$ cat config.mk
export PLATFORM = sky130hd
export DESIGN_NAME = sw_result_display
export DESIGN_NICKNAME = d
export VERILOG_FILES = /design/src/rtl/sw_result_display.sv
export SDC_FILE = /design/constraint.sdc
export NUM_CORES = 1
export LEC_CHECK = 0
export ABC_CLOCK_PERIOD_IN_PS = 13570
export BUFFER_PORTS_ARGS = -buffer_cell sky130_fd_sc_hd__buf_2
export CORE_MARGIN = 3
export CORE_UTILIZATION = 40
export DETAILED_ROUTE_END_ITERATION = 7
export GPL_TIMING_DRIVEN = 0
export PLACE_DENSITY = 0.65
export SETUP_SLACK_MARGIN = 0.02
export SLEW_MARGIN = 30
export SYNTH_ARGS = -nofsm -noshare
export SYNTH_HDL_FRONTEND = slang
export SYNTH_SLANG_ARGS = --single-unit
$ cat constraint.sdc
create_clock -name clk -period 13.57 [get_ports clk]
set_input_delay 1.357 -clock clk [delete_from_list [all_inputs] [get_ports clk]]
set_output_delay 1.357 -clock clk [all_outputs]
set_load 0.005 [all_outputs]
$ cat src/rtl/sw_result_display.sv
// sw_result_display
//   Takes 18-bit alignment scores, converts them to BCD by shift-and-add-3, and drives
//   eight active-low seven-segment digits. Four display modes are available: decimal,
//   hex, accepted-result count, and engine status.
//
// Ports
//   clk        system clock, all state on rising edge
//   rst        asynchronous active-high reset
//   i_valid    one-cycle strobe, i_result holds a new score
//   i_result   18-bit unsigned score, taken when i_valid && o_ready
//   i_busy     alignment engine busy flag (status mode)
//   i_mode     00 decimal, 01 hex, 10 result count, 11 status
//   o_ready    high when a new i_valid will be accepted
//   o_overrun  sticky, set by i_valid while not ready
//   o_hex0..7  registered active-low segments, bit0 = a ... bit6 = g
module sw_result_display #(
    parameter int unsigned BLANK_LZ = 1
) (
    input  logic        clk,
    input  logic        rst,
    input  logic        i_valid,
    input  logic [17:0] i_result,
    input  logic        i_busy,
    input  logic [1:0]  i_mode,
    output logic        o_ready,
    output logic        o_overrun,
    output logic [6:0]  o_hex0,
    output logic [6:0]  o_hex1,
    output logic [6:0]  o_hex2,
    output logic [6:0]  o_hex3,
    output logic [6:0]  o_hex4,
    output logic [6:0]  o_hex5,
    output logic [6:0]  o_hex6,
    output logic [6:0]  o_hex7
);

    localparam logic [6:0] SegBlank = 7'h7F;
    localparam logic [6:0] SegDash  = 7'h3F;
    localparam logic [6:0] SegLowB  = 7'h03;

    typedef enum logic [1:0] {StIdle, StConv, StUpdate} state_e;

    state_e            state_q, state_d;
    logic [17:0]       shift_q, shift_d;
    logic [17:0]       raw_q, raw_d;
    logic [23:0]       bcd_q, bcd_d;
    logic [4:0]        iter_q, iter_d;
    logic [23:0]       disp_bcd_q, disp_bcd_d;
    logic [17:0]       disp_raw_q, disp_raw_d;
    logic [15:0]       count_q, count_d;
    logic              overrun_q, overrun_d;
    logic [7:0][6:0]   hex_q, hex_d;

    logic [23:0]       bcd_adj;
    logic [5:0]        show;
    logic              nz_seen;
    logic [19:0]       raw_pad;

    function automatic logic [6:0] seg7(input logic [3:0] v);
        logic [6:0] s;
        case (v)
            4'h0: s = 7'h40;
            4'h1: s = 7'h79;
            4'h2: s = 7'h24;
            4'h3: s = 7'h30;
            4'h4: s = 7'h19;
            4'h5: s = 7'h12;
            4'h6: s = 7'h02;
            4'h7: s = 7'h78;
            4'h8: s = 7'h00;
            4'h9: s = 7'h10;
            4'hA: s = 7'h08;
            4'hB: s = 7'h03;
            4'hC: s = 7'h46;
            4'hD: s = 7'h21;
            4'hE: s = 7'h06;
            4'hF: s = 7'h0E;
            default: s = SegBlank;
        endcase
        return s;
    endfunction

    // Add-3 correction applied to every nibble before each shift.
    always_comb begin
        bcd_adj = bcd_q;
        for (int i = 0; i < 6; i++) begin
            if (bcd_q[4*i +: 4] >= 4'd5) begin
                bcd_adj[4*i +: 4] = bcd_q[4*i +: 4] + 4'd3;
            end
        end
    end

    always_comb begin
        state_d    = state_q;
        shift_d    = shift_q;
        raw_d      = raw_q;
        bcd_d      = bcd_q;
        iter_d     = iter_q;
        disp_bcd_d = disp_bcd_q;
        disp_raw_d = disp_raw_q;
        count_d    = count_q;
        // A strobe outside IDLE is dropped but remembered until reset.
        overrun_d  = overrun_q | (i_valid & (state_q != StIdle));

        case (state_q)
            StIdle: begin
                if (i_valid) begin
                    shift_d = i_result;
                    raw_d   = i_result;
                    bcd_d   = '0;
                    iter_d  = '0;
                    state_d = StConv;
                end
            end
            StConv: begin
                bcd_d   = {bcd_adj[22:0], shift_q[17]};
                shift_d = {shift_q[16:0], 1'b0};
                iter_d  = iter_q + 5'd1;
                if (iter_q == 5'd17) begin
                    state_d = StUpdate;
                end
            end
            StUpdate: begin
                disp_bcd_d = bcd_q;
                disp_raw_d = raw_q;
                count_d    = count_q + 16'd1;
                state_d    = StIdle;
            end
            default: state_d = StIdle;
        endcase
    end

    // Digit i is shown if it or any more significant digit is nonzero; digit 0 always shows.
    always_comb begin
        show    = '0;
        nz_seen = 1'b0;
        for (int i = 5; i >= 0; i--) begin
            nz_seen = nz_seen | (disp_bcd_q[4*i +: 4] != 4'd0);
            show[i] = nz_seen | (i == 0) | (BLANK_LZ == 0);
        end
    end

    assign raw_pad = {2'b00, disp_raw_q};

    always_comb begin
        hex_d = {8{SegBlank}};
        case (i_mode)
            2'b00: begin
                for (int i = 0; i < 6; i++) begin
                    if (show[i]) begin
                        hex_d[i] = seg7(disp_bcd_q[4*i +: 4]);
                    end
                end
            end
            2'b01: begin
                for (int i = 0; i < 5; i++) begin
                    hex_d[i] = seg7(raw_pad[4*i +: 4]);
                end
            end
            2'b10: begin
                for (int i = 0; i < 4; i++) begin
                    hex_d[i] = seg7(count_q[4*i +: 4]);
                end
            end
            default: begin
                hex_d[0] = i_busy ? SegLowB : SegDash;
            end
        endcase
    end

    always_ff @(posedge clk or posedge rst) begin
        if (rst) begin
            state_q    <= StIdle;
            shift_q    <= '0;
            raw_q      <= '0;
            bcd_q      <= '0;
            iter_q     <= '0;
            disp_bcd_q <= '0;
            disp_raw_q <= '0;
            count_q    <= '0;
            overrun_q  <= 1'b0;
            hex_q      <= {8{SegBlank}};
        end else begin
            state_q    <= state_d;
            shift_q    <= shift_d;
            raw_q      <= raw_d;
            bcd_q      <= bcd_d;
            iter_q     <= iter_d;
            disp_bcd_q <= disp_bcd_d;
            disp_raw_q <= disp_raw_d;
            count_q    <= count_d;
            overrun_q  <= overrun_d;
            hex_q      <= hex_d;
        end
    end

    assign o_ready   = (state_q == StIdle);
    assign o_overrun = overrun_q;
    assign o_hex0    = hex_q[0];
    assign o_hex1    = hex_q[1];
    assign o_hex2    = hex_q[2];
    assign o_hex3    = hex_q[3];
    assign o_hex4    = hex_q[4];
    assign o_hex5    = hex_q[5];
    assign o_hex6    = hex_q[6];
    assign o_hex7    = hex_q[7];

endmodule

# == Word level (Yosys, flattened, before mapping) ==
# Memories as Yosys holds them, arrays and structs flattened.
# Cells that the tools add are included.
# totals
reg_bits,168
latchBits,0
ramBits,0
rom_bits,1680
input_bits,24
output_inout_bits,58
wordCells,94
mem_count,15
# op_classes
n_addsub,8
n_mul,0
n_div,0
n_lt_le_gt_ge,6
eq_ne,7
shift,0
muxes,25
n_bitwise,6
reduce_logical,12
# mem_list
memory,words,width,read_ports,rd_ports_with_merged_regs,write_ports,line_no,source
(no name shown),16,7,1,0,0,61,case (v)
(no name shown),16,7,1,0,0,61,
(no name shown),16,7,1,0,0,61,
(no name shown),16,7,1,0,0,61,
(no name shown),16,7,1,0,0,61,
(no name shown),16,7,1,0,0,61,
+9 memories,-,-,-,-,-,-,
# ops
op,n
case mux 21 bit (3 select lines),1
case mux 24 bit (2 select lines),1
2-to-1 mux 7 bit,6
case mux 18 bit (2 select lines),1
">= comparator 4 x 3 -> 1 bit, second input constant",6
2-to-1 mux 24 bit,1
case mux 7 bit (3 select lines),1
"adder 4 x 2 -> 4 bit, second input constant",5
2-to-1 mux 4 bit,5
nonzero test 4 bit,5
2-to-1 mux 18 bit,1
"adder 16 x 1 -> 16 bit, second input constant",1
case mux 7 bit (2 select lines),1
case mux 5 bit (2 select lines),1
2-to-1 mux 6 bit,1
AND reduction 2 bit,3
"adder 5 x 1 -> 5 bit, second input constant",1
"== test 5 bit, second input constant",1
2-to-1 mux 5 bit,1
OR 1 bit,5
"== test 2 x 1 -> 1 bit, second input constant",2
"== test 2 bit, second input constant",2
logical NOT 2 bit,2
2-to-1 mux 2 bit,2
other kinds (6),8

# == Longest topological paths before layout ==
# Gate-level depths: netlist of run 1.
# depth
word_depth,7
mapped_depth,7
ltp_nobuf,6

# == Worst setup path after synthesis of run 1 ==
# No wires, ideal clock.
# synth_path
path_kind,input to register
startpoint,input port i_mode[0]
endpoint,register hex_q (netlist bit o_hex5[5])
setup_time_ns,0.097
t_arrival_ns,2.434
required_ns,13.473
slack_ns,11.039
path_stages,6
path_buffers,3
path_cell_list,buf_2 -> or2_2 -> buf_2 -> buf_2 -> nor2_1 -> o311ai_1
# synth_lines
element,line_no,source
"start, declared",24,"input logic [1:0] i_mode,"
"end signal, assigned",182,hex_q <= {8{SegBlank}};
"end, declared",52,"logic [7:0][6:0] hex_q, hex_d;"

==> results of run 1 <==
==> layer usage <==
layer / track usage / share of wire / vias up
li1: - / - / 4349
met1: 0.285 / 0.47 / 4353
met2: 0.323 / 0.47 / 253
met3: 0.0328 / 0.054 / 29
met4: 0.0525 / 0.013 / 0
met5: 0 / 0 / -
==> area by class of cell <==
| type | count | area (sq um) |
|---|---|---|
| fill | 2548 | 14100 |
| multi-input combinational | 879 | 5950 |
| sequential | 168 | 4260 |
| clock buffer | 19 | 453 |
| buffer | 91 | 444 |
| tap | 335 | 419 |
| timing repair buffer | 68 | 385 |
| inverter | 75 | 289 |
| clock inverter | 13 | 159 |
==> cells by family after synthesis <==
| logic type | count (synthesis) | share of synthesized area |
|---|---|---|
| xor+xnor | 25 | 0.0201 |
| flops | 168 | 0.391 |
| simple gates | 395 | 0.168 |
| buf+inv | 166 | 0.0667 |
| mux | 52 | 0.0614 |
| compound gates | 289 | 0.173 |
| other cells | 1 | 0.000344 |
| fa+ha+maj | 104 | 0.120 |
==> flip-flops by register name, indices dropped and copies added, names as in the netlist <==
register and count:
o_hex4 7, iter_q 5, count_q 16, o_hex2 7
o_overrun 1, disp_bcd_q 24, shift_q 18, bcd_q 24
o_hex0 7, state_q 2, raw_q 18, o_hex5 7
disp_raw_q 18, o_hex3 7, o_hex1 7
==> worst reg2reg max path, cell delays in order (launching register included) <==
cell	delay (ns)
sky130_fd_sc_hd__dfrtp_1	0.41
sky130_fd_sc_hd__inv_1	0.16
sky130_fd_sc_hd__ha_1	0.26
sky130_fd_sc_hd__nor3b_2	0.19
sky130_fd_sc_hd__and4_1	0.19
sky130_fd_sc_hd__buf_6	0.15
sky130_fd_sc_hd__a2111oi_1	0.76
sky130_fd_sc_hd__o31ai_1	0.16
==> path summary, 6_finish.rpt <==
check | start | end | slack, ns
min | o_overrun | o_overrun | 0.47
min in group asynchronous | rst | bcd_q[17] | 0.87
max in group asynchronous | rst | o_hex3[4] | 12.02
max reg2reg | disp_bcd_q[20] | o_hex3[6] | 11.20
min reg2reg | o_overrun | o_overrun | 0.47
max | i_mode[0] | o_hex3[1] | 10.71
==> power groups by stage <==
| stage | logic, W | clock network [W] | registers (W) |
|---|---|---|---|
| final | 0.00101 | 0.000514 | 0.000860 |
| after global routing | 0.00114 | 0.000545 | 0.000886 |
| after CTS | 0.00101 | 0.000521 | 0.000859 |
| after detailed placement | 0.00100 | 0 | 0.000867 |
| after global placement | 0.000981 | 0 | 0.000861 |
| after floorplan | 0.000753 | 0 | 0.000829 |
==> stage by stage <==
| stage | instances | cell area, sq um | util | hold WS, ns |
|---|---|---|---|---|
| floorplan | 1213 | 10900 | - | 0.439 |
| global placement | 1614 | 11700 | 0.442 | 0.445 |
| detailed placement | 1616 | 11700 | 0.445 | 0.455 |
| CTS | 1648 | 12400 | 0.468 | 0.475 |
| global route | 1648 | 12400 | 0.468 | 0.492 |
| finish | 1648 | 12400 | 0.468 | 0.474 |
==> cell usage in the layout (no fill, tap or decap), drive strengths merged, types with 5 or more instances in the layout <==
master / n
a2111oi: 8
a211oi: 23
a21oi: 56
a221oi: 15
a22oi: 20
a311oi: 5
a31oi: 12
a32o: 6
buf: 115
clkbuf: 63
clkinv: 5
conb: 14
dfrtp: 126
dfstp: 42
ha: 104
inv: 80
mux2: 18
mux2i: 24
mux4: 10
nand2: 221
nand2b: 32
nand3: 32
nand4: 8
nor2: 48
nor2b: 15
nor3: 16
nor3b: 5
o211ai: 11
o21ai: 86
o22ai: 8
o31ai: 17
xnor2: 18
xor2: 7
==> reports/qor_table.md, run 1 <==
| Metric | This run | Unit |
|---|---|---|
| Outcome | finished, final reports clean | - |
| Layout Nets | 1428 | - |
| Fraction of power consumed by combinational cells | 0.423 | - |
| Antenna violations before repair | 0 | - |
| Number of distinct library cell variants in the gate-level netlist after synthesis | 64 | - |
| Sequential fraction of the synthesis area | 0.391 | - |
| Skew-Pair Late Insertion Delay | 0.44 | ns |
| Clk Tree Root Cell | sky130_fd_sc_hd__clkbuf_16 | - |
| Overall via count from detail_route | 8984 | - |
| Max-slew headroom | 0.432 | - |
| Setup repair after global routing missed its margin | no | - |
| Most numerous cell in the Yosys netlist | sky130_fd_sc_hd__nand2_1 | - |
| Aggregate global-route resource usage | 0.201 | - |
| Effective utilization at floorplan | 0.412 | - |
| Fraction of layout instances using a drive strength above 1 | 0.173 | - |
| Pint | 0.00142 | W |
| Final worst path period need | 2.86 | ns |
| Iteration-0 DRC count of the detailed router | 821 | - |
| Worst min-delay path class | flop to flop | - |
| Std-Cell Core Area | 0.0264 | sq mm |
| Worst supply voltage drop on vdd | 0.0819 | mV |
| Slowest stage cell, crit path | sky130_fd_sc_hd__clkbuf_1 | - |
| Leading cell types by total area after synthesis | sky130_fd_sc_hd__dfrtp_1 (29%), sky130_fd_sc_hd__ha_1 (12%), sky130_fd_sc_hd__dfstp_2 (10%), sky130_fd_sc_hd__nand2_1 (7.6%), sky130_fd_sc_hd__o21ai_0 (4.0%) | - |
| Width of the die | 171 | microns |
| FF+latch count, synth | 168 | - |
| Switching power summed over all nets | 0.000967 | W |
| Sum of buffers and inverters on the critical path | 3 | - |
| Post-synth top area cell | sky130_fd_sc_hd__dfrtp_1 | - |
| Share of Yosys cell area claimed by the top area cell type | 0.290 | - |
| Portion of total power attributed to sequential cells | 0.361 | - |
| Cell depth of the worst flop-to-flop path | 7 | - |
| Final total power | 0.00238 | W |
| Kind of cell adding the most delay to the critical path | buffers and inverters | - |
| Cells along the critical path | buf_2, clkinv_1, nand2_1, clkbuf_1, o22ai_1, a21oi_1 | - |
| Final period util | 0.210 | - |
| Clk pin slew, worst setup/hold paths | 0.07 | ns |
| Fraction of power spent switching nets | 0.406 | - |
| Warning count from the yosys run | 0 | - |
| Share of synthesized registers carrying an async set or reset | 1.00 | - |
| Largest fanout on the critical path | 10 | - |
| Max-capacitance violation count | 0 | - |
| Final WS setup | 10.71 | ns |
| Final HPWL DP | 21300 | microns |
| Maximum root-to-sink buffer count | 2 | - |
| Critical Path RT | 13.90 | ns |
| Dominant register cell in the synthesized netlist | sky130_fd_sc_hd__dfrtp_1 | - |
| Die Span Y | 171 | microns |
| GR Overflow Total | 0 | - |
| Hold-critical path depth | 1 | - |
| Mean area per synthesized cell | 9.07 | sq um |
| Final hold violation count | 0 | - |
| Post-cts repair resize count | 0 | - |
| Number of buffers added for setup after CTS | 0 | - |
| Die ar. | 0.0292 | sq mm |
| Fin Clk Skew | 0.0231 | ns |
| # rows | 59 | - |
| Tightest Pin Transition | 0.850 | ns |
| Wire length of the first global-routing pass | 46900 | microns |
| Buffers added on ports | 66 | - |
| Detail Route Antenna Nets | 0 | - |
| Post-Synthesis Cell Area | 0.0109 | sq mm |
| Maximum cell stage delay along the critical path | 0.50 | ns |
| I/O pin cnt | 82 | - |
| Drt drc | 0 | - |
| Synthesized instance count | 1200 | - |
| Worst Setup End Kind | flop | - |
| Highest clock frequency the design can meet | 350 | MHz |
| Length of the first detailed-routing pass in iterations | 5 | - |
| Count of inserted antenna diode cells | 0 | - |
| Hold-fix buffer count after cts | 0 | - |
| Largest net degree at the start of global routing | 76 | - |
| Relative contribution of the clock network to total power | 0.216 | - |
| PwrDens | 193 | mW/mm^2 |
| Number of sinks handled by clock tree synthesis | 168 | - |
| Via count of the first global-routing pass | 8693 | - |
| Number of flops mapped to enable cells by yosys | 0 | - |
| Overall routed net length | 28900 | microns |
| Count of final max-slew check failures | 0 | - |
| Signal arrival time at the worst endpoint | 3.18 | ns |
| Number of buffers created by CTS | 17 | - |
| Routed length per placed instance | 17.5 | microns |
| CTS H-tree depth | 4 | - |
| Clock tree from TritonCTS | yes | - |
| GPL Wtd Cong | 0.901 | - |
| Worst setup slack after placement | 10.31 | ns |
| Synthesis-to-finish area growth | 13.5 | % |
| Detail-routed via count per cell | 5.45 | - |
| Final total negative setup slack | 0 | ns |
| Total of endpoints with negative setup slack in the final report | 0 | - |
| Critical path launch point type | primary input | - |
| Critical path start-end classification | primary input to flop | - |
| Leading cell types by count after synthesis | sky130_fd_sc_hd__nand2_1 (221), sky130_fd_sc_hd__dfrtp_1 (126), sky130_fd_sc_hd__ha_1 (104), sky130_fd_sc_hd__o21ai_0 (86), sky130_fd_sc_hd__inv_1 (73) | - |
| Number of gates on the worst path with buffers counted | 6 | - |
| P_leak | 5.45 | nW |
No activity file was read; power rests on OpenSTA's default activity.
==> run 2, diff against run 1 <==
Settings changed: ABC_AREA from default to 1, ABC_CLOCK_PERIOD_IN_PS 13570 to 2290, PLACE_DENSITY 0.65 to 0.67.
Clock period 13.57 ns to 2.29 ns, I/O delays scaled along.
==> run 2 against run 1 <==
Compared with the run above: power grew to 5.2 times the previous value; sequential power grew to 5.4 times the previous value; non-clock buffer count down 18; critical endpoint is now o_hex1[4]; combinational power grew to 4.8 times the previous value; critical path depth is 2 higher; via count rose by 4.4%; largest cell class unchanged; worst setup slack got worse by 10 ns; highest routed layer unchanged.
==> reports/qor_table.md, run 2 <==
| Metric | This run | Unit |
|---|---|---|
| Post-route design area | 0.0124 | sq mm |
| PwrDens | 1000 | mW/mm^2 |
| Clk Tree Root Cell | sky130_fd_sc_hd__clkbuf_16 | - |
| GR Overflow Total | 0 | - |
| Via count of the first global-routing pass | 8816 | - |
| Std-Cell Core Area | 0.0264 | sq mm |
| Fraction of layout instances using a drive strength above 1 | 0.166 | - |
| Wire length of the first global-routing pass | 43600 | microns |
| Warning count from the yosys run | 0 | - |
| Highest clock frequency the design can meet | 576 | MHz |
| Aggregate global-route resource usage | 0.184 | - |
| Fin Clk Skew | 0.0190 | ns |
| Commonest non-fill, non-tap cell in the layout | sky130_fd_sc_hd__nand2_1 | - |
| Outcome | finished, final reports clean | - |
| Die ar. | 0.0293 | sq mm |
| Detail-routed via count per cell | 5.01 | - |
| Largest net degree at the start of global routing | 31 | - |
| CTS H-tree depth | 4 | - |
| Overall via count from detail_route | 9383 | - |
| Setup repair after global routing missed its margin | no | - |
| Worst Setup End Kind | flop | - |
| Routed length per placed instance | 13.9 | microns |
| Signal arrival time at the worst endpoint | 2.10 | ns |
| Post-cts repair resize count | 0 | - |
| Maximum root-to-sink buffer count | 2 | - |
| Critical path launch point type | flop | - |
| Total of endpoints with negative setup slack in the final report | 0 | - |
| Share of Yosys cell area claimed by the top area cell type | 0.289 | - |
| Dominant register cell in the synthesized netlist | sky130_fd_sc_hd__dfrtp_1 | - |
| Final worst path period need | 1.74 | ns |
| Number of sinks handled by clock tree synthesis | 168 | - |
| Effective utilization at floorplan | 0.413 | - |
| Width of the die | 171 | microns |
| Max-capacitance violation count | 0 | - |
| Worst R2R Setup Slack | 0.55 | ns |
| Largest registers in the final layout | bcd_q: 24 flops, disp_bcd_q: 24 flops | - |
| Placed cell areas | 0.0118 | sq mm |
| Clock tree from TritonCTS | yes | - |
| Critical Path RT | 2.65 | ns |
| Placed cell count | 1839 | - |
| # rows | 59 | - |
| Commonest cells after routing, fill and taps aside | sky130_fd_sc_hd__nand2_1 (408), sky130_fd_sc_hd__o21ai_0 (154), sky130_fd_sc_hd__inv_1 (141) | - |
| Number of distinct library cell variants in the gate-level netlist after synthesis | 45 | - |
| Detail Route Antenna Nets | 0 | - |
| FF+latch count, synth | 168 | - |
| Synthesis-to-finish area growth | 13.8 | % |
| Antenna violations before repair | 0 | - |
| Most numerous cell in the Yosys netlist | sky130_fd_sc_hd__nand2_1 | - |
| Hold-fix buffer count after cts | 1 | - |
| Final hold violation count | 0 | - |
| Final HPWL DP | 20000 | microns |
| GPL Wtd Cong | 0.909 | - |
| Length of the first detailed-routing pass in iterations | 5 | - |
| Die Span Y | 171 | microns |
| Share of synthesized registers carrying an async set or reset | 1.00 | - |
| Max-slew headroom | 0.656 | - |
| Buffers added on ports | 65 | - |
| Worst min-delay path class | primary input to flop | - |
| Count of inserted antenna diode cells | 0 | - |
| Post-synth top area cell | sky130_fd_sc_hd__dfrtp_1 | - |
| Overall routed net length | 26100 | microns |
| Layout Nets | 1652 | - |
| Final core occ | 0.470 | - |
| Clk pin slew, worst setup/hold paths | 0.07 | ns |
| Largest fanout on the critical path | 8 | - |
| Footprint of the flip-flops and latches | 0.00426 | sq mm |
| Count of final max-slew check failures | 0 | - |
| I/O pin cnt | 82 | - |
| Worst-case hold slack | 0.0313 | ns |
| Critical path start-end classification | flop to flop | - |
| Number of flops mapped to enable cells by yosys | 0 | - |
| Mean area per synthesized cell | 7.68 | sq um |
| Drt drc | 0 | - |
| Post-Synthesis Cell Area | 0.0109 | sq mm |
| Final period util | 0.758 | - |
| Number of buffers created by CTS | 17 | - |
| Tightest Pin Transition | 0.516 | ns |
| Leading cell types by total area after synthesis | sky130_fd_sc_hd__dfrtp_1 (29%), sky130_fd_sc_hd__nand2_1 (14%), sky130_fd_sc_hd__ha_1 (12%), sky130_fd_sc_hd__dfstp_2 (10%), sky130_fd_sc_hd__o21ai_0 (7.1%) | - |
| P_leak | 6.37 | nW |
| Iteration-0 DRC count of the detailed router | 572 | - |
| Skew-Pair Late Insertion Delay | 0.44 | ns |
| Synthesized instance count | 1420 | - |
| Sequential fraction of the synthesis area | 0.390 | - |
| Number of filler cells placed in the layout | 2621 | - |
| Leading cell types by count after synthesis | sky130_fd_sc_hd__nand2_1 (408), sky130_fd_sc_hd__o21ai_0 (154), sky130_fd_sc_hd__inv_1 (142), sky130_fd_sc_hd__dfrtp_1 (126), sky130_fd_sc_hd__ha_1 (104) | - |
| Number of buffers added for setup after CTS | 0 | - |
| Multi-input gate area in the final layout | 0.00566 | sq mm |
| Layout Cells excl Fill | 1871 | - |
| Worst supply voltage drop on vdd | 0.428 | mV |
-- run 2: power breakdown --
part	internal, W	total, W	switching, W
Combinational	0.00181	0.00485	0.00305
Clock	0.00161	0.00287	0.00126
Sequential	0.00411	0.00468	0.000569
Total	0.00753	0.0124	0.00488
-- run 2: logic make-up after synthesis --
logic type	count (synthesis)	synth area share
XOR/XNOR	14	0.0112
flip-flops	168	0.390
AO/OA/AOI/OAI	277	0.138
adder cells (fa/ha/maj)	104	0.119
AND/OR/NAND/NOR	629	0.246
other	1	0.000344
buffers and inverters	227	0.0948
-- run 2: final timing paths --
path / cells past startpoint / startpoint / to
max: 8 / disp_bcd_q[20] / o_hex1[4]
min: 3 / i_result[6] / raw_q[6]
max reg2reg: 8 / disp_bcd_q[20] / o_hex1[4]
min reg2reg: 1 / o_overrun / o_overrun
max in group asynchronous: 6 / rst / o_hex2[0]
min in group asynchronous: 3 / rst / iter_q[1]
-- run 2: critical path, stage by stage (launching register included) --
cell and delay (ns):
sky130_fd_sc_hd__dfrtp_1 0.41, sky130_fd_sc_hd__inv_1 0.16, sky130_fd_sc_hd__ha_1 0.29, sky130_fd_sc_hd__nand2_2 0.13
sky130_fd_sc_hd__nor2_8 0.24, sky130_fd_sc_hd__nand4_4 0.16, sky130_fd_sc_hd__nand2_1 0.10, sky130_fd_sc_hd__nand2_1 0.06
sky130_fd_sc_hd__nand2_1 0.11
-- run 2: layer usage --
layer,routed length (microns),vias up,GRT usage,share of wire
met5,0,-,0,0
met2,11600,247,0.286,0.44
li1,-,4756,-,-
met1,12700,4347,0.267,0.49
met4,495,0,0.0570,0.019
met3,1300,33,0.0259,0.050
-- run 2: layout make-up --
| cell class | count | share of cell area |
|---|---|---|
| Buffer | 69 | 0.0353 |
| Clock buffer | 17 | 0.0343 |
| Clock inverter | 14 | 0.0122 |
| Inverter | 158 | 0.0483 |
| Multi-Input combinational cell | 1038 | 0.456 |
| Sequential cell | 168 | 0.343 |
| Tap cell | 335 | 0.0338 |
| Timing Repair Buffer | 72 | 0.0367 |
-- run 2: through the flow --
stage               TNS, ns  setup slack (ns)  power (W)
CTS                       0             0.544     0.0125
finish                    0             0.554     0.0124
detailed placement        0             0.558    0.00956
global route              0             0.384     0.0135
global placement    -163.40             -1.19    0.00940
floorplan             -5.73           -0.0455    0.00817
